## config.mk

```make
export PLATFORM = sky130hd
export DESIGN_NAME = vram_bus_master
export DESIGN_NICKNAME = d
export VERILOG_FILES = /design/src/rtl/vram_bus_master_pkg.sv /design/src/rtl/vbm_slot_timer.sv /design/src/rtl/vram_bus_master.sv
export SDC_FILE = /design/constraint.sdc
export NUM_CORES = 1
export LEC_CHECK = 0
export CELL_PAD_IN_SITES_DETAIL_PLACEMENT = 1
export CELL_PAD_IN_SITES_GLOBAL_PLACEMENT = 2
export CORE_MARGIN = 3
export CORE_UTILIZATION = 26
export DETAILED_ROUTE_END_ITERATION = 8
export PLACE_DENSITY = 0.8
export SLEW_MARGIN = 30
export SYNTH_ARGS = -nofsm -noshare
export SYNTH_HDL_FRONTEND = slang
export SYNTH_SLANG_ARGS = --single-unit
export TNS_END_PERCENT = 50
```

## constraint.sdc

```tcl
create_clock -name clk -period 2.2 [get_ports clk]
set_input_delay 0.44 -clock clk [delete_from_list [all_inputs] [get_ports clk]]
set_output_delay 0.44 -clock clk [all_outputs]
set_load 0.01 [all_outputs]
```

## src/rtl/vram_bus_master_pkg.sv

```systemverilog
// rtl/vram_bus_master_pkg.sv - shared graphics types and constants for the VRAM bus master
package vram_bus_master_pkg;

  typedef enum logic [2:0] {
    IDLE,
    WAIT_SLOT,
    ACCESS,
    ACK,
    ERR
  } vbm_state_e;

  localparam logic [1:0] CPU_SLOT          = 2'b11;
  localparam int         DEF_SLOT_TIMEOUT  = 64;

endpackage

```

## src/rtl/vbm_slot_timer.sv

```systemverilog
// rtl/vbm_slot_timer.sv - 7-bit wait counter that flags expiry after TIMEOUT cycles of waiting
module vbm_slot_timer #(
  parameter int TIMEOUT = 64
) (
  input  logic clk,
  input  logic rst,
  input  logic clr,
  input  logic en,
  output logic expire
);

  localparam logic [6:0] LAST = 7'(TIMEOUT - 1);

  logic [6:0] count;

  always_ff @(posedge clk) begin
    if (rst || clr) begin
      count <= '0;
    end else if (en) begin
      count <= count + 7'd1;
    end
  end

  assign expire = en && (count == LAST);

endmodule

```

## src/rtl/vram_bus_master.sv

```systemverilog
// rtl/vram_bus_master.sv - CPU-to-VRAM bus master that waits for the CPU slot and runs one access
module vram_bus_master
  import vram_bus_master_pkg::*;
#(
  parameter int SLOT_TIMEOUT = DEF_SLOT_TIMEOUT,
  parameter int ADDR_W       = 13
) (
  input  logic              clk,
  input  logic              rst,
  input  logic              cpu_req,
  input  logic              cpu_rw,
  input  logic [ADDR_W-1:0] cpu_addr,
  input  logic [15:0]       cpu_wdata,
  input  logic [2:0]        VRAC,
  input  logic [15:0]       vram_rdata,
  output logic [15:0]       MA,
  output logic [15:0]       VBD_wr,
  output logic              VRAMRD_b,
  output logic              VRAMWR,
  output logic              BR_W_b,
  output logic              VBUS_b,
  output logic [15:0]       cpu_rdata,
  output logic              DTACK_b,
  output logic              BERR_b
);

  vbm_state_e        state, state_nx;
  logic              rw_q;
  logic [ADDR_W-1:0] addr_q;
  logic [15:0]       wdata_q;
  logic              captured;
  logic              expire;

  logic [15:0] ma_nx, vbd_nx;
  logic        rd_b_nx, wr_nx, brw_nx, vbus_nx, dtack_nx, berr_nx;

  vbm_slot_timer #(
    .TIMEOUT (SLOT_TIMEOUT)
  ) u_timer (
    .clk    (clk),
    .rst    (rst),
    .clr    (state != WAIT_SLOT),
    .en     (state == WAIT_SLOT),
    .expire (expire)
  );

  always_ff @(posedge clk) begin
    if (rst) begin
      state <= IDLE;
    end else begin
      state <= state_nx;
    end
  end

  always_comb begin
    state_nx = state;
    case (state)
      IDLE:      if (cpu_req) state_nx = WAIT_SLOT;
      // Only the 011 code starts a slot; 111 is the second half of one already running.
      WAIT_SLOT: begin
        if (!cpu_req)                       state_nx = IDLE;
        else if (VRAC == {1'b0, CPU_SLOT})  state_nx = ACCESS;
        else if (expire)                    state_nx = ERR;
      end
      ACCESS:    if (VRAC[1:0] != CPU_SLOT) state_nx = cpu_req ? ACK : IDLE;
      ACK:       if (!cpu_req) state_nx = IDLE;
      ERR:       if (!cpu_req) state_nx = IDLE;
      default:   state_nx = IDLE;
    endcase
  end

  // Pins are decoded from the next state so they switch on the same edge as the state.
  always_comb begin
    ma_nx    = '0;
    vbd_nx   = '0;
    rd_b_nx  = 1'b1;
    wr_nx    = 1'b0;
    brw_nx   = 1'b1;
    vbus_nx  = 1'b1;
    dtack_nx = (state_nx != ACK);
    berr_nx  = (state_nx != ERR);
    if (state_nx == ACCESS) begin
      ma_nx   = 16'({addr_q, 1'b0});
      vbd_nx  = rw_q ? 16'h0000 : wdata_q;
      rd_b_nx = ~rw_q;
      wr_nx   = ~rw_q;
      brw_nx  = rw_q;
      vbus_nx = 1'b0;
    end
  end

  always_ff @(posedge clk) begin
    if (rst) begin
      MA       <= '0;
      VBD_wr   <= '0;
      VRAMRD_b <= 1'b1;
      VRAMWR   <= 1'b0;
      BR_W_b   <= 1'b1;
      VBUS_b   <= 1'b1;
      DTACK_b  <= 1'b1;
      BERR_b   <= 1'b1;
    end else begin
      MA       <= ma_nx;
      VBD_wr   <= vbd_nx;
      VRAMRD_b <= rd_b_nx;
      VRAMWR   <= wr_nx;
      BR_W_b   <= brw_nx;
      VBUS_b   <= vbus_nx;
      DTACK_b  <= dtack_nx;
      BERR_b   <= berr_nx;
    end
  end

  always_ff @(posedge clk) begin
    if (rst) begin
      rw_q    <= 1'b1;
      addr_q  <= '0;
      wdata_q <= '0;
    end else if (state == IDLE && cpu_req) begin
      rw_q    <= cpu_rw;
      addr_q  <= cpu_addr;
      wdata_q <= cpu_wdata;
    end
  end

  // Read data is taken once per slot, on the first strobe-phase cycle.
  always_ff @(posedge clk) begin
    if (rst) begin
      cpu_rdata <= '0;
      captured  <= 1'b0;
    end else if (state != ACCESS) begin
      captured  <= 1'b0;
    end else if (rw_q && VRAC[2] && !captured) begin
      cpu_rdata <= vram_rdata;
      captured  <= 1'b1;
    end
  end

endmodule

```

==> metrics.md <==
| Metric | Value |
|---|---|
| Fin Clk Skew | between 8 and 9 ps |
| IO Count | 106 |
| Site row count | 39 |
| Sequential area share after synthesis | roughly three fifths |
| Pleak | 1.67 nW |
| Peak fanout along the critical path | 16 |
| Initial core utilization | 27.1% |
| Drt first pass iters | 4 |
| Post-synthesis adder-cell area fraction | less than 1% |
| Layout cells sized above 1 | 9.28% |
| Largest family of logic cells by synthesized area | simple AND/OR/NAND/NOR gates |
| Xor/xnor cell area share of the yosys netlist | approximately 1.1% |
| CP Data Required Time | between 2000 and 2500 ps |
| Crit end category | flip-flop |
| Most common cell after layout, fill and taps aside | clkdlybuf4s50_1 |
| Antenna violations before repair | 0 |
| Root buffer cell | clkbuf_16 |
| Final nets | between 400 and 500 |
| Core area | roughly 12000 µm² |
| Die area | between 10000 and 15000 µm² |
| Yosys synthesis warning count | 0 |
| GRT Util Overall | 12.5% |
| Hold Fails Final Rpt | 0 |
| Area grow syn2layout | 46.5% |
| #FFs+latches synth | 92 |
| CP arrival | 2130 ps |
| Post-synth cell types | 38 |
| Worst-skew pair later-pin latency | 340 ps |
| Iter 0 DRT Violations | about 110 |
| Setup violations, final | 0 |
| CP Class | flip-flop to flip-flop |
| Via count | 2581 |
| Max IR drop VDD | between 0.2 and 0.3 mV |
| Avg Inst Size Synth | roughly 9.4 µm² |
| Clock sink count | approximately 90 |
| Per-cell routed wire length | 14.2 µm |
| Setup TNS | 0 ps |
| Post-synth top flop | dfxtp_1 |
| TritonCTS buffer count | 9 |
| EDFF count, synth | 0 |
| Via/cell ratio | around 4.4 |
| Fmax | about 540 MHz |
| Cell area power density | 762 nW/µm² |
| Status | complete, no violations |
| Post_cts resized | 0 |
| Worst hold path type | primary input to flip-flop |
| Mux cell area share after synthesis | 0% |
| Crit share post-route | around 84% |
| Number of global-route vias before repair | 2658 |
| Post-DP HPWL | between 5000 and 6000 µm |
| Maximum clock insertion buffer count | 2 |
| MaxCap Viol Count | 0 |
| Worst-path clk slew | 70 ps |
| CP startpoint kind | flip-flop |
| Max-slew headroom | 63.7% |
| RSZ-0062 raised after global routing | no |
| Synth Area in Simple Gates | 25.4% |
| Fin crit period | between 1500 and 2000 ps |
| CTS tree | yes |
| CTS Hold Bufs | 0 |
| RD Place Congestion | 0.694 |
| First-pass GRT wire length | around 13000 µm |
| Fraction of registers with async set/reset | 0% |
| Largest net degree at the start of global routing | 50 |
| Chip height | 116 µm |
| Filler cells | 1317 |
| Antenna fix cells | 0 |
| Drt total wl | about 8300 µm |
| Chip Width | around 120 µm |
| Post CTS Setup Buffer Count | 0 |
| Commonest cells after routing, fill and taps aside | clkdlybuf4s50_1, nand2_1, dfxtp_1 |
| Worst slew pin tran | 545 ps |
| I/O Buffers | slightly above 100 |
| Congestion Overflow GR | 0 |
| Compound-Gate Fraction of Synth Area | 10.4% |
| Max Slew Vio Count | 0 |
| H-Tree Depth | 3 |
| Post-route DRC | 0 |
| Synthesized instance count | approximately 340 |
| PnR Total Power | approximately 0.0035 W |
| Remaining antenna violation count | 0 |
| Post-Syn Area | about 3200 µm² |
-- metrics by stage --
stage	area (µm²)	std cells	setup WS [ps]	utilization (%)	hold WS (ps)
floorplan	3170	338	615	-	413
global placement	4330	569	103	37.1	424
detailed placement	4330	569	7.13	37.1	443
CTS	4630	585	334	39.7	418
global route	4630	585	180	39.7	460
finish	4630	585	353	39.7	426
-- synthesized netlist by cell type, types with 2 or more instances --
master | instances | area, µm²
nand3_1 | 3 | 15.0
clkbuf_1 | 14 | 52.6
and2_1 | 2 | 12.5
dfxtp_1 | 92 | 1840
nand2_1 | 97 | 364
and3_1 | 14 | 87.6
a21oi_1 | 47 | 235
xor2_1 | 2 | 17.5
nand2b_1 | 2 | 12.5
inv_1 | 4 | 15.0
or3_1 | 2 | 12.5
buf_2 | 3 | 15.0
buf_4 | 3 | 22.5
nor3b_2 | 8 | 100
nor3b_1 | 8 | 60.1
buf_6 | 2 | 22.5
xnor2_1 | 2 | 17.5
nand3b_1 | 2 | 15.0
nor2_1 | 10 | 37.5
-- per-layer routing --
metal / wire length [µm] / vias to the layer above / global-route usage (%)
met5: 0 / - / 0
met4: 74 / 0 / 3.71
met3: 478 / 7 / 4.25
met2: 3870 / 70 / 19.3
met1: 3880 / 1198 / 16.6
li1: - / 1306 / -
-- critical path: stages (launching register included) --
cell and delay (ps):
dfxtp_1 360, ha_1 220, nand3_2 150, o311ai_4 350, o21a_1 470, and3_1 240
-- cell families (layout without fill, tap and decap cells) --
kind of cell,after synthesis,after routing
and+or+nand+nor,157,157
other,1,3
xor gates and xnor gates,4,4
buffers and inverters,27,131
adders and majority gates,1,1
DFF,92,92
AOI/OAI and AO/OA,54,54
-- path summary, 6_finish.rpt --
check	startpoint	cells after the start	slack (ps)	endpoint
worst max register to register	u_timer.count[0]	5	350	MA[11]
worst min register to register	addr_q[1]	2	450	addr_q[1]
worst max-delay path	u_timer.count[0]	5	350	MA[11]
worst min-delay path	rst	3	430	VRAMRD_b
-- flip-flops by register name, summed over array words and instances (netlist names) --
| name | flops |
|---|---|
| VBD_wr | 16 |
| VRAMRD_b | 1 |
| BERR_b | 1 |
| VRAMWR | 1 |
| wdata_q | 16 |
| state | 3 |
| cpu_rdata | 16 |
| MA | 13 |
| rw_q | 1 |
| u_timer.count | 7 |
| BR_W_b | 1 |
| DTACK_b | 1 |
| VBUS_b | 1 |
| addr_q | 13 |
| captured | 1 |
-- report_power, final --
part / total [W] / switching (W) / internal (W)
Clock: 0.00155 / 0.000656 / 0.000891
Combinational: 0.000256 / 0.000123 / 0.000134
Sequential: 0.00172 / 0.0000198 / 0.00170
Total: 0.00353 / 0.000798 / 0.00273
-- cell type report --
class / instances / area [µm²] / share of cell area [%]
sequential: 92 / 1840 / 39.8
multi-input combinational: 219 / 1190 / 25.8
timing repair buffer: 111 / 1100 / 23.7
clock buffer: 10 / 229 / 4.95
tap: 143 / 179 / 3.87
clock inverter: 6 / 72.6 / 1.57
inverter: 4 / 15.0 / 0.324
Power figures use the tool's default switching activity.
